**src/rtl/mips_pkg.sv**
```systemverilog
// Shared MIPS core definitions: branch-condition encodings and fetch-stage defaults.
package mips_pkg;

  localparam int          DEF_WIDTH      = 32;
  localparam logic [31:0] DEF_RESET_PC   = 32'h0000_3000;
  localparam logic [31:0] DEF_EXC_VECTOR = 32'h0000_4180;
  localparam logic [31:0] DEF_IMEM_BASE  = 32'h0000_3000;
  localparam int          DEF_IMEM_BYTES = 4096;

  typedef enum logic [2:0] {
    COND_EQ  = 3'd0,
    COND_NE  = 3'd1,
    COND_LEZ = 3'd2,
    COND_GTZ = 3'd3,
    COND_LTZ = 3'd4,
    COND_GEZ = 3'd5
  } cond_e;

endpackage

```
**src/rtl/br_cond.sv**
```systemverilog
// Six-way branch condition evaluator; shared with the ID-stage bypass checker.
module br_cond
  import mips_pkg::*;
#(
  parameter int WIDTH = DEF_WIDTH
) (
  input  logic [WIDTH-1:0] rs,
  input  logic [WIDTH-1:0] rt,
  input  logic [2:0]       cond,
  output logic             taken
);

  logic w_rs_neg;
  logic w_rs_zero;
  logic w_eq;

  assign w_rs_neg  = rs[WIDTH-1];
  assign w_rs_zero = (rs == '0);
  assign w_eq      = (rs == rt);

  // Reserved encodings (6, 7) fall through to never-taken.
  always_comb begin
    taken = 1'b0;
    case (cond)
      COND_EQ:  taken = w_eq;
      COND_NE:  taken = ~w_eq;
      COND_LEZ: taken = w_rs_neg | w_rs_zero;
      COND_GTZ: taken = ~w_rs_neg & ~w_rs_zero;
      COND_LTZ: taken = w_rs_neg;
      COND_GEZ: taken = ~w_rs_neg;
      default:  taken = 1'b0;
    endcase
  end

endmodule

```
**src/rtl/pc_gen.sv**
```systemverilog
// Fetch-stage PC generator: PC register, redirect/exception priority mux,
// delay-slot flag and fetch address-error detection.
module pc_gen
  import mips_pkg::*;
#(
  parameter int               WIDTH      = DEF_WIDTH,
  parameter logic [WIDTH-1:0] RESET_PC   = WIDTH'(DEF_RESET_PC),
  parameter logic [WIDTH-1:0] EXC_VECTOR = WIDTH'(DEF_EXC_VECTOR),
  parameter logic [WIDTH-1:0] IMEM_BASE  = WIDTH'(DEF_IMEM_BASE),
  parameter int               IMEM_BYTES = DEF_IMEM_BYTES
) (
  input  logic             clk,
  input  logic             rst_n,
  input  logic             stall,
  input  logic             id_valid,
  input  logic [WIDTH-1:0] id_pc,
  input  logic             id_br,
  input  logic [2:0]       id_cond,
  input  logic             id_j,
  input  logic             id_jr,
  input  logic [15:0]      id_imm16,
  input  logic [25:0]      id_idx26,
  input  logic [WIDTH-1:0] id_rs,
  input  logic [WIDTH-1:0] id_rt,
  input  logic             exc_req,
  input  logic             eret_req,
  input  logic [WIDTH-1:0] epc,
  output logic [WIDTH-1:0] pc,
  output logic [WIDTH-1:0] pc_plus_4,
  output logic             if_bd,
  output logic             if_adel
);

  // One extra bit so a window ending exactly at 2^WIDTH does not wrap to zero.
  localparam logic [WIDTH:0] IMEM_LIMIT = (WIDTH+1)'(IMEM_BASE) + (WIDTH+1)'(IMEM_BYTES);

  logic [WIDTH-1:0] r_pc;
  logic [WIDTH-1:0] w_pc_next;
  logic [WIDTH-1:0] w_pc_plus4;
  logic [WIDTH-1:0] w_id_pc4;
  logic [WIDTH-1:0] w_br_off;
  logic [WIDTH-1:0] w_br_tgt;
  logic [WIDTH-1:0] w_j_tgt;
  logic [WIDTH-1:0] w_cti_tgt;
  logic             w_cond_true;
  logic             w_cti_taken;
  logic             w_is_cti;

  br_cond #(
    .WIDTH (WIDTH)
  ) u_br_cond (
    .rs    (id_rs),
    .rt    (id_rt),
    .cond  (id_cond),
    .taken (w_cond_true)
  );

  assign w_pc_plus4 = r_pc + WIDTH'(4);
  assign w_id_pc4   = id_pc + WIDTH'(4);
  assign w_br_off   = {{(WIDTH-18){id_imm16[15]}}, id_imm16, 2'b00};
  assign w_br_tgt   = w_id_pc4 + w_br_off;
  assign w_j_tgt    = {w_id_pc4[WIDTH-1:28], id_idx26, 2'b00};

  assign w_is_cti    = id_br | id_j | id_jr;
  assign w_cti_taken = id_valid & (id_j | id_jr | (id_br & w_cond_true));

  // Fixed jr > j > br order keeps the mux deterministic on malformed decodes.
  always_comb begin
    w_cti_tgt = w_br_tgt;
    if (id_jr)
      w_cti_tgt = id_rs;
    else if (id_j)
      w_cti_tgt = w_j_tgt;
  end

  always_comb begin
    w_pc_next = w_pc_plus4;
    if (exc_req)
      w_pc_next = EXC_VECTOR;
    else if (eret_req)
      w_pc_next = epc;
    else if (stall)
      w_pc_next = r_pc;
    else if (w_cti_taken)
      w_pc_next = w_cti_tgt;
  end

  always_ff @(posedge clk or negedge rst_n) begin
    if (!rst_n)
      r_pc <= RESET_PC;
    else
      r_pc <= w_pc_next;
  end

  assign pc        = r_pc;
  assign pc_plus_4 = w_pc_plus4;
  assign if_bd     = rst_n & id_valid & w_is_cti & ~exc_req & ~eret_req;
  assign if_adel   = (r_pc[1:0] != 2'b00) | (r_pc < IMEM_BASE) | ({1'b0, r_pc} >= IMEM_LIMIT);

endmodule

```
**config.mk**
```make
export PLATFORM = sky130hd
export DESIGN_NAME = pc_gen
export DESIGN_NICKNAME = d
export VERILOG_FILES = /design/src/rtl/mips_pkg.sv /design/src/rtl/br_cond.sv /design/src/rtl/pc_gen.sv
export SDC_FILE = /design/constraint.sdc
export NUM_CORES = 1
export LEC_CHECK = 0
export CORE_ASPECT_RATIO = 2
export CORE_MARGIN = 2
export CORE_UTILIZATION = 44
export CTS_CLUSTER_SIZE = 12
export DETAILED_ROUTE_END_ITERATION = 12
export GPL_ROUTABILITY_DRIVEN = 0
export PLACE_DENSITY = 0.89
export RECOVER_POWER = 100
export SYNTH_ARGS = -nofsm -noshare
export SYNTH_HDL_FRONTEND = slang
export SYNTH_HIERARCHICAL = 1
export SYNTH_SLANG_ARGS = --single-unit
```
**constraint.sdc**
```tcl
create_clock -name clk -period 3.2 [get_ports clk]
set_input_delay 0.96 -clock clk [delete_from_list [all_inputs] [get_ports clk]]
set_output_delay 0.96 -clock clk [all_outputs]
set_load 0.03 [all_outputs]
```
==> results of run 1 <==
## cells by family after synthesis
family	after synthesis
and+or+nand+nor	324
muxes	8
adders and majority gates	38
AOI/OAI and AO/OA	247
xor gates and xnor gates	106
buffers and inverters	58
DFF	32
## timing repair
action,in CTS
setup buffers,50
resized for setup,445
endpoints found under the setup margin,51
gates cloned,1
pin swaps,122
## layer usage
| layer | overflow | global-route usage [%] |
|---|---|---|
| met5 | 0 | 9.09 |
| met4 | 41 | 80.2 |
| met3 | 1 | 51.4 |
| met2 | 39 | 92.2 |
| met1 | 3 | 64.5 |
## per-stage QoR
stage / setup TNS, ns / worst slack, ns / area [sq um] / util [%] / hold WS [ns]
floorplan: -3.08 / -0.490 / 5950 / - / 0.558
global placement: -32.87 / -1.38 / 10100 / 78.6 / 0.533
detailed placement: -39.48 / -1.55 / 10100 / 78.6 / 0.557
CTS: -9.29 / -0.594 / 11500 / 89.5 / 0.563
==> results.md, run 1 <==
- Status: stopped before the end
- Fail Step: 5_1_grt
- Tool Error: [ERROR GRT-0116] Global routing finished with congestion. Check the congestion regions in the DRC Viewer.
- Syn Inst Count: 813
- CTS H-tree depth: 2
- Complex-gate fraction of the synthesized area: 27.5%
- Flops & latches, synth: 32
- Largest family of logic cells by synthesized area: simple AND/OR/NAND/NOR gates
- Synthesized Nets: 1033
- Die H: 166 microns
- Area contributors post-synth: dfrtp_1 (13%), xor2_1 (8.7%), ha_1 (8.1%), xnor2_1 (7.3%), nand2_1 (6.9%)
- IO Port Bufs: 247
- Most frequent cells after synthesis: nand2_1 (106), nor2_1 (72), a21oi_1 (66)
- Chip Width: 84.8 microns
- Seq/Total Area, Yosys: 14.0%
- Cell row count: 59
- Ports: between 200 and 250
- Post-synthesis simple-gate area fraction: 28.5%
- Synth unique cells: a little over 70
- Syn avg cell area: 7.06 sq um
- Top cell type's share of synthesized area: about an eighth
- CTS buffer count: 5
- Clock Sinks: 32
- GRT overflow: 84
- Post-Syn Area: 0.00574 sq mm
- Root Buffer: clkbuf_16
- GRT Total Usage: between 70 and 80%
- Pin count of the biggest net entering global routing: 47
- Synth Area in Adders: 8.41%
- Post-synthesis mux area share: 1.42%
- Starting Density: around 45%
- Hpwl dp: 24900 microns
- Top_reg_cell synth: dfrtp_1
- Yosys warns: 6
- Count leader, synth: nand2_1
- Post-synth EDFFs: 0
- Share of flip-flops with an asynchronous set or reset: 100%
- # hold bufs at CTS: 0
- First-pass GRT wire length: about 75000 microns
- Vias in the first global route: 12100
- Placed Cells: 1379
- CTS Buffer Depth: 2
- Area leader, netlist: dfrtp_1
- Post-synthesis xor/xnor area fraction: 16.3%
==> run 2, diff against run 1 <==
--- a/config.mk
+++ b/config.mk
@@ -5,13 +5,11 @@
 export SDC_FILE = /design/constraint.sdc
 export NUM_CORES = 1
 export LEC_CHECK = 0
-export CORE_ASPECT_RATIO = 2
 export CORE_MARGIN = 2
-export CORE_UTILIZATION = 44
-export CTS_CLUSTER_SIZE = 12
+export CORE_UTILIZATION = 40
 export DETAILED_ROUTE_END_ITERATION = 12
 export GPL_ROUTABILITY_DRIVEN = 0
-export PLACE_DENSITY = 0.89
+export PLACE_DENSITY_LB_ADDON = 0.15
 export RECOVER_POWER = 100
 export SYNTH_ARGS = -nofsm -noshare
 export SYNTH_HDL_FRONTEND = slang
==> results.md, run 2 <==
- Status: complete, but fails checks
- Failing checks: setup timing
- Max reg flops: 32
- Fmax: 246 MHz
- GRT Total Usage: 37.7%
- First-pass GRT wire length: roughly 45000 microns
- RSZ-0062 raised after global routing: true
- Fin area: roughly 0.012 sq mm
- Storage cell area: slightly above 800 sq um
- Leakage power: between 5 and 6 nW
- Area contributors post-synth: dfrtp_1 (13%), xor2_1 (8.7%), ha_1 (8.1%), xnor2_1 (7.3%), nand2_1 (6.9%)
- Most common cell after layout, fill and taps aside: buf_4
- Routed vias/inst: 6.40
- Flops & latches, synth: 32
- Setup-failing EPs final: 43
- Post-synth EDFFs: 0
- Commonest non-fill, non-tap cells in the layout: buf_4 (246), clkdlybuf4s50_1 (97), nand2_1 (85), nor2_1 (54), xor2_1 (47)
- WL per Instance: 24.0 microns
- Die H: 124 microns
- Vias in the first global route: around 8500
- Max_cap viols: 0
- DRC: 0
- Critical path class: input pin to flop
- CTS Buffer Depth: 2
- CP max-delay cell: or4_1
- Max incr delay on CP: about 0.52 ns
- CTS H-tree depth: 2
- Reg clk slew, reported paths: about 0.05 ns
- CP max FO: 4
- Syn avg cell area: 7.06 sq um
- Worst Skew: approximately 0.0053 ns
- WL final: 35800 microns
- Top_reg_cell synth: dfrtp_1
- Hold crit path type: flop to flop
- Worst skew pair latency: 0.29 ns
- Ratio of final minimum period to clock period: 127%
- TritonCTS clock tree: built
- Total power: roughly 0.0031 W
- Worst path cell trace: buf_8 > nand3_4 > nor2_4 > nand2_2 > nor3_4 > xor2_1 > ha_1 > nand2_2 > a21oi_2 > a211oi_4 > a211oi_2 > o211ai_1 > nand3_1 > a31oi_1 > xor2_1 > or4_1 > nand3_1
- GRT overflow: 0
- Most frequent cells after synthesis: nand2_1 (106), nor2_1 (72), a21oi_1 (66)
- Ports: 248
- CTS buffer count: 5
- Syn Inst Count: 813
- Multi-input combinational cell area: roughly 0.0062 sq mm
- Cell row count: 43
- Critical path arrival: 4.28 ns
- Area growth syn-to-layout: 111%
- Fraction of layout cells with a size suffix above 1: 43.9%
- Core footprint: 0.0139 sq mm
- Worst Tran Pin Value: 0.903 ns
- Drt pass-1 iters: 7
- Clock Sinks: 32
- Area leader, netlist: dfrtp_1
- Crit path required time: 3.42 ns
- Synthesized Nets: 1033
- IO Port Bufs: 247
- Yosys warns: 6
- DRT antenna net count: 0
- Synth unique cells: 72
- Seq/Total Area, Yosys: 14.0%
- Post-Syn Area: 0.00574 sq mm
- Chip Width: 124 microns
- Pwr/cell area: 260 mW/mm^2
- Setup crit start kind: input pin
- Placed Area: 0.0100 sq mm
- Post-route setup slack: -0.863 ns
- Share of flip-flops with an asynchronous set or reset: 100%
- Slew margin rel.: 39.8%
- Starting Density: around 41%
- Final worst path period need: slightly above 4 ns
- Layout net count: 1529
- Area of the die: 0.0153 sq mm
- Pin count of the biggest net entering global routing: 33
- Filler Cells Inserted: 694
- Worst VDD drop: approximately 0.00021 V
- Vias: 9529
- Antenna violations before repair: 1
- Top cell type's share of synthesized area: 13.1%
- Endpoints failing hold: 0
- Slew Viols, Final: 0
- DRT iter0 DRCs: 1392
- Worst Setup End Kind: flop
- Hpwl dp: about 22000 microns
- Root Buffer: clkbuf_16
- Count leader, synth: nand2_1
run 2: cell counts after synthesis:
No cell type changed its count.
run 2: final timing paths:
check / startpoint / to / slack (ns) / depth (start not counted)
hold reg to reg: pc[12] / pc[12] / 0.52 / 2
min in group asynchronous: rst_n / pc[1] / 1.49 / 2
setup reg to reg: pc[2] / pc[31] / 0.25 / 11
setup / recovery: id_pc[7] / pc[31] / -0.86 / 17
hold / removal: pc[12] / pc[12] / 0.52 / 2
max in group asynchronous: rst_n / pc[5] / 1.08 / 2
run 2: logic make-up (layout without fill, tap and decap cells):
logic type	after synthesis	count (layout)	synth area share, %
other	0	1	0
AO/OA/AOI/OAI	247	247	27.5
XOR/XNOR	106	106	16.3
AND/OR/NAND/NOR	324	324	28.5
flip-flops	32	32	14.0
adder cells (fa/ha/maj)	38	38	8.41
buffers and inverters	58	554	3.95
multiplexers	8	8	1.42
run 2: worst max-delay path, delay by kind of cell:
| family | cells | cell delay (ns) |
|---|---|---|
| AND/OR/NAND/NOR | 8 | 1.49 |
| adder cells (fa/ha/maj) | 1 | 0.35 |
| XOR/XNOR | 2 | 0.38 |
| buffers and inverters | 1 | 0.08 |
| AO/OA/AOI/OAI | 5 | 1.02 |
run 2: area by class of cell:
class / instances / share of cell area [%]
sequential: 32 / 6.68
antenna: 1 / 0.0207
clock buffer: 7 / 1.26
multi-input combinational: 723 / 51.2
tap: 180 / 1.86
inverter: 21 / 0.651
timing repair buffer: 526 / 38.4
run 2: metrics by stage:
step | TNS (ns) | setup WS [ns] | cells | utilization (%) | hold WS (ns)
global placement | -28.97 | -1.31 | 1409 | 72.1 | 0.513
global route | -17.22 | -0.979 | 1490 | 86.9 | 0.528
finish | -12.87 | -0.863 | 1490 | 86.9 | 0.517
detailed placement | -31.38 | -1.40 | 1409 | 72.1 | 0.513
CTS | -6.49 | -0.563 | 1452 | 80.0 | 0.527
floorplan | -3.08 | -0.490 | 813 | - | 0.558
run 2: repair_timing:
action / in CTS / in global routing
buffers inserted: 36 / 45
hold buffers: 0 / 0
pin swaps: 160 / 124
gates cloned: 1 / 1
endpoints found under the setup margin: 46 / 46
gates resized for setup: 380 / 190
run 2: power breakdown:
part / internal, W / switching (W)
logic: 0.000998 / 0.00112
registers: 0.000444 / 0.0000635
clock network: 0.000327 / 0.000188
total: 0.00177 / 0.00138
run 2: metal layers:
metal	wire length, microns	vias to the layer above	GRT usage (%)
li1	-	3969	-
met1	12100	4394	45.8
met2	16500	877	64.1
met3	3910	289	5.63
met4	3270	0	20.0
met5	0	-	0
No activity file was read; power rests on OpenSTA's default activity.
==> run 3, diff against run 2 <==
--- a/config.mk
+++ b/config.mk
@@ -5,6 +5,7 @@
 export SDC_FILE = /design/constraint.sdc
 export NUM_CORES = 1
 export LEC_CHECK = 0
+export ABC_CLOCK_PERIOD_IN_PS = 3200
 export CORE_MARGIN = 2
 export CORE_UTILIZATION = 40
 export DETAILED_ROUTE_END_ITERATION = 12
==> results of run 3 <==
Same layout as run 2: the final DEF is identical, and so are final timing and power.
